### src/rtl/stopwatch_ctrl.sv
// Stopwatch controller: prescaled one-second tick, mm:ss counter,
// run/pause/overflow FSM and lap capture register.
module stopwatch_ctrl #(
  parameter logic [25:0] DIVISOR = 26'd50000000
) (
  input  logic       clk,
  input  logic       clear,
  input  logic       start_stop,
  input  logic       lap,
  input  logic       zero,
  output logic [1:0] state,
  output logic       tick,
  output logic [5:0] sec,
  output logic [5:0] min,
  output logic [5:0] lap_sec,
  output logic [5:0] lap_min,
  output logic       lap_valid,
  output logic       overflow
);

  localparam logic [1:0] IDLE  = 2'b00;
  localparam logic [1:0] RUN   = 2'b01;
  localparam logic [1:0] PAUSE = 2'b10;
  localparam logic [1:0] OVF   = 2'b11;

  logic [25:0] cnt;
  logic        term;
  logic        last;
  logic        lap_ok;

  assign term   = (state == RUN) && (cnt == DIVISOR - 26'd1);
  assign last   = (sec == 6'd59) && (min == 6'd59);
  assign lap_ok = lap && !start_stop &&
                  ((state == RUN) || (state == PAUSE));

  assign overflow = (state == OVF);

  // Mode FSM; a terminal count at 59:59 wins over a same-cycle start_stop
  always_ff @(posedge clk or posedge clear) begin
    if (clear) begin
      state <= IDLE;
    end else if (zero) begin
      state <= IDLE;
    end else if (term && last) begin
      state <= OVF;
    end else if (start_stop) begin
      case (state)
        IDLE:    state <= RUN;
        RUN:     state <= PAUSE;
        PAUSE:   state <= RUN;
        default: state <= state;
      endcase
    end
  end

  // Prescaler runs only in RUN and keeps its phase across a pause
  always_ff @(posedge clk or posedge clear) begin
    if (clear) begin
      cnt <= '0;
    end else if (zero) begin
      cnt <= '0;
    end else if (state == RUN) begin
      cnt <= term ? '0 : cnt + 26'd1;
    end
  end

  // One-cycle tick registered on the wrap edge
  always_ff @(posedge clk or posedge clear) begin
    if (clear) begin
      tick <= 1'b0;
    end else begin
      tick <= term && !zero;
    end
  end

  // Seconds/minutes counter, frozen at 59:59 on overflow
  always_ff @(posedge clk or posedge clear) begin
    if (clear) begin
      sec <= '0;
      min <= '0;
    end else if (zero) begin
      sec <= '0;
      min <= '0;
    end else if (term && !last) begin
      if (sec == 6'd59) begin
        sec <= '0;
        min <= min + 6'd1;
      end else begin
        sec <= sec + 6'd1;
      end
    end
  end

  // Lap capture samples the pre-increment time
  always_ff @(posedge clk or posedge clear) begin
    if (clear) begin
      lap_sec   <= '0;
      lap_min   <= '0;
      lap_valid <= 1'b0;
    end else if (zero) begin
      lap_sec   <= '0;
      lap_min   <= '0;
      lap_valid <= 1'b0;
    end else if (lap_ok) begin
      lap_sec   <= sec;
      lap_min   <= min;
      lap_valid <= 1'b1;
    end
  end

endmodule

### config.mk
export PLATFORM = sky130hd
export DESIGN_NAME = stopwatch_ctrl
export DESIGN_NICKNAME = d
export VERILOG_FILES = /design/src/rtl/stopwatch_ctrl.sv
export SDC_FILE = /design/constraint.sdc
export NUM_CORES = 1
export LEC_CHECK = 0
export CAP_MARGIN = 0
export CELL_PAD_IN_SITES_DETAIL_PLACEMENT = 1
export CELL_PAD_IN_SITES_GLOBAL_PLACEMENT = 1
export CORE_MARGIN = 1
export CORE_UTILIZATION = 46
export DETAILED_ROUTE_END_ITERATION = 6
export PLACE_DENSITY_LB_ADDON = 0.08
export SYNTH_ARGS = -nofsm -noshare
export SYNTH_HDL_FRONTEND = slang
export SYNTH_SLANG_ARGS = --single-unit
### constraint.sdc
create_clock -name clk -period 2.9 [get_ports clk]
set_input_delay 0.29 -clock clk [delete_from_list [all_inputs] [get_ports clk]]
set_output_delay 0.29 -clock clk [all_outputs]
set_load 0.1 [all_outputs]
[Word level (Yosys, flattened, before mapping)]
Cells that the tools add are included.
Storage, ports and cells
  bits in registers: 54
  output and inout bits: 29
  word-level logic and storage cells: 57
  input bits: 5
Cells by class
  multiplexer cells: 19
  add/sub/neg operators: 3
  equality and inequality tests: 6
  reduce and logical (&&, ||, !) cells: 21
Operators by type and width (count)
  $mux 26: 3
  $mux 6: 10
  $add 26x1->26 const B: 1
  $eq 26x26->1 const B: 1
  $add 6x1->6 const B: 2
  $eq 6x6->1 const B: 2
  $reduce_bool 2->1: 4
  $logic_and 1x1->1: 7
  $mux 2: 3
  $eq 2x2->1 const B: 2
  $pmux 2 s2: 1
  $reduce_and 2->1: 2
  $reduce_bool 4->1: 1
  $logic_not 1->1: 3
  $reduce_bool 3->1: 1
  $eq 2x1->1 const B: 1
  $logic_not 2->1: 1
  $mux 1: 2
  $reduce_or 2->1: 1
  $logic_or 1x1->1: 1

[Logic depth before layout (Yosys ltp)]
  word-level depth: 6
  gate-level depth with buffers: 9
  depth with buffers taken out: 7

[Least setup slack after synthesis]
OpenSTA, ideal clock, no wires.
  kind: reg-to-reg
  start point: register state[0]
  end point: register min[5]
  slack: 323 ps
  data arrival time: 2458 ps
  stages on the path, launching flop included: 8
  data required time: 2781 ps
  clock period less this slack: 2577 ps
  library setup time: 119 ps
  path buffers: 1
  path through: dfrtp_1 > ha_1 > nand2_1 > nor4_4 > nand2_1 > buf_4 > o31a_1 > o21a_1
Between the ends
  cells in the longest elaborated chain, start to end: 5
Ends and longest elaborated chain
  start, declared: line 11  | output logic [1:0] state,
  start signal, assigned: line 51  | default: state <= state;
  $eq 2x1->1: line 31  | assign term = (state == RUN) && (cnt == DIVISOR - 26'd1);
  $logic_and 1x1->1: line 31
  $logic_and 1x1->1: line 84  | end else if (term && !last) begin
  $reduce_bool 2->1 (no source line)
  $reduce_and 2->1 (no source line)
  end signal, assigned: line 87  | min <= min + 6'd1;
  end, declared: line 14  | output logic [5:0] min,
Every way passes these cells.
A chain may end at the register's enable or synchronous reset.

[Worst setup path in the final report]
  start point: register state[1]
  end point: register cnt[20]
Between the ends
  cells in the longest elaborated chain, start to end: 5
  elaborated cells between the ends (all ways): 6
  classes of those cells: 1 x eq/ne; 3 x mux; 2 x reduce/logical
Ends and longest elaborated chain
  $eq 2x1->1 (*): line 31, 62
  $logic_and 1x1->1: line 31
  $mux 26: line 63  | cnt <= term ? '0 : cnt + 26'd1;
  $mux 26: line 62  | end else if (state == RUN) begin
  $mux 26: line 60  | end else if (zero) begin
  end signal, assigned: line 63
  end, declared: line 26  | logic [25:0] cnt;
Mark *: on every way between the ends. The rest lies on a longest branch, timed or not. The select of a mux whose other input is x is not followed.

==> results.cfg <==
[outcome]
status = completed

[die]
fp.dieH_um = 80.25
initial_core_util = 0.4757
fp.dieW_um = 80.25
die_area_um2 = 6439
coreArea_um2 = 5921
rows = 28
top_level_ports = 34

[synth]
postSynth.asyncResetShare = 1.000
syn_inst = 302
synth_area_leaders = dfrtp_1 48%, nand2_1 5.6%, nor2_1 5.6%
yosysUniqueCellTypes = 44
yosysMostFrequentCell = dfrtp_1
synth_commonest_cells = 54 x dfrtp_1, 42 x nand2_1, 42 x nor2_1
synth-edff-count = 0
syn_avg_cell_area_um2 = 9.326
yosys_warnings = 0
syn_area_um2 = 2816
synthFlopType = dfrtp_1
synth_seq_cells = 54
yosys.area.top_type = dfrtp_1
synth.top_cell.area_share = 0.4798
syn_nets = 314
seq_area_frac_synth = 0.4798

[setup_path]
arrival_ns = 2.63
cp.required_ns = 3.10
crit_fanout = 23
cp-start-kind = register
critPathKind = reg -> reg
worstSetupEndpointType = register

[global_route]
overflow = 0
grt_pass1_vias = 2487
grt_start_max_net_pins = 24
grt_util_all_layers = 0.2430
antenna_found_initial = 0
grt_pass1_wl_um = 12030

[clocking]
htreeDepth = 2
ctsHoldBuffers = 0
insertion_delay_ns = 0.31
cts_buffer_depth = 2
clk_pin_slew_ns = 0.11
cts_buffers = 5
cts_resized = 0
postCtsSetupBuffers = 0
clock-sinks = 54
cts_tree = built
cts.root.buffer_cell = clkbuf_8

[timing]
slew_violations = 0
fin_setup_tns_ns = 0
worstMarginPinSlew_ns = 0.9469
holdWs_ns = 0.2674
setup_viol = 0
max_slew_margin = 0.3664
period_minus_slack_ns = 2.434
clock_skew_ns = 0.008787
hold_violations = 0
fin_crit_sh = 0.8391
fmax_mhz = 410.9
rsz0062_at_grt = no

[power]
p_per_area_nw_per_um2 = 423.8
power_mw = 1.380
leakage_nw = 1.410
irDropWorstVdd_mv = 0.3186

[route]
postRouteAntennaNets = 0
drt_first_iter_violations = 94
num_vias = 2389
routed_wl_um = 6994
vias_per_cell = 5.785
routedWlPerCell_um = 16.93
dr.pass1.iters = 4
drc = 0

[layout]
post-route-util = 0.5501
nets = 349
final_layout_size_suffix_gt1_frac = 0.1568
syn_to_final_growth_pct = 15.64
diodes = 0

[place]
gp_routability_congestion = 0.7492
dpl.hpwl_um = 5086
portBuffers = 33

[job]
cap_violations = 0

[hold_path]
hp-class = in -> async
[final cells by class]
| cell class | instances | area, um2 |
|---|---|---|
| Tap cell | 75 | 93.84 |
| Timing Repair Buffer | 39 | 302.8 |
| Sequential cell | 54 | 1351 |
| Clock buffer | 6 | 82.58 |
| Fill cell | 714 | 2664 |
| Inverter | 8 | 30.03 |
| Clock inverter | 2 | 16.27 |
| Multi-Input combinational cell | 229 | 1380 |
[per-layer routing]
| metal | vias to the layer above | GRT usage | part of all wire |
|---|---|---|---|
| li1 | 1128 | - | - |
| met1 | 1221 | 0.2913 | 0.43 |
| met2 | 33 | 0.4487 | 0.53 |
| met3 | 7 | 0.03864 | 0.026 |
| met4 | 0 | 0.06250 | 0.0093 |
| met5 | - | 0 | 0 |
[layout by cell type, fill, tap and decap left out, types with 3 or more instances in the layout]
cell type / instances
dfrtp_1: 54
nand2_1: 42
nor2_1: 42
buf_4: 35
a21oi_1: 22
nand3_1: 20
xor2_1: 14
xnor2_1: 9
inv_1: 7
ha_1: 7
o31ai_1: 6
or4_1: 6
o21ai_0: 6
nand4_1: 6
clkbuf_8: 6
nor4_1: 4
and2_1: 4
and3_1: 4
clkdlybuf4s50_1: 4
o31a_1: 3
o22ai_1: 3
[cell families (layout without fill, tap and decap cells)]
group / Yosys count / in the layout / synth area share
compound gates: 49 / 49 / 0.1057
flops: 54 / 54 / 0.4798
simple gates: 150 / 150 / 0.2816
fa+ha+maj: 7 / 7 / 0.03110
buf+inv: 19 / 55 / 0.03021
xor+xnor: 23 / 23 / 0.07153
[power breakdown]
group          leakage [nW]  internal (mW)  switching [mW]
combinational         0.609         0.0392           0.106
clock                0.0478          0.197           0.268
sequential            0.752          0.760          0.0101
total                  1.41          0.997           0.384
[registers in the layout, summed over array words and instances (netlist names)]
register,flops
state,2
cnt,26
tick,1
lap_min,6
lap_sec,6
min,6
lap_valid,1
sec,6
[critical path, stage by stage, from the launching register on]
cell and delay [ns]:
dfrtp_1 0.45, inv_1 0.11, ha_1 0.18, nand2_1 0.11
nor4_4 0.32, nand2_1 0.41, buf_4 0.31, nand2_1 0.06
buf_4 0.26, nor2_1 0.09
[final timing paths]
| path | end | slack [ns] | cells after the start | from |
|---|---|---|---|---|
| max | cnt[20]$_DFFE_PP0P_ | 0.47 | 9 | state[1]$_DFFE_PP0P_ |
| min | cnt[10]$_DFFE_PP0P_ | 0.27 | 2 | clear |
| max reg2reg | cnt[20]$_DFFE_PP0P_ | 0.47 | 9 | state[1]$_DFFE_PP0P_ |
| min reg2reg | lap_valid$_DFFE_PP0P_ | 0.53 | 2 | lap_valid$_DFFE_PP0P_ |
| max in group asynchronous | cnt[0]$_DFFE_PP0P_ | 2.04 | 3 | clear |
| min in group clk | lap_valid$_DFFE_PP0P_ | 0.53 | 2 | lap_valid$_DFFE_PP0P_ |
[per-stage QoR]
| stage | setup slack (ns) | cell area [um2] | cells |
|---|---|---|---|
| 2_1_floorplan | 0.3235 | 2816 | 302 |
| 3_3_place_gp | 0.4642 | 3158 | 405 |
| 3_5_place_dp | 0.4767 | 3158 | 405 |
| 4_1_cts | 0.4483 | 3257 | 413 |
| 5_1_grt | 0.1845 | 3257 | 413 |
| 6_report | 0.4665 | 3257 | 413 |
No activity file was read; power rests on OpenSTA's default activity.
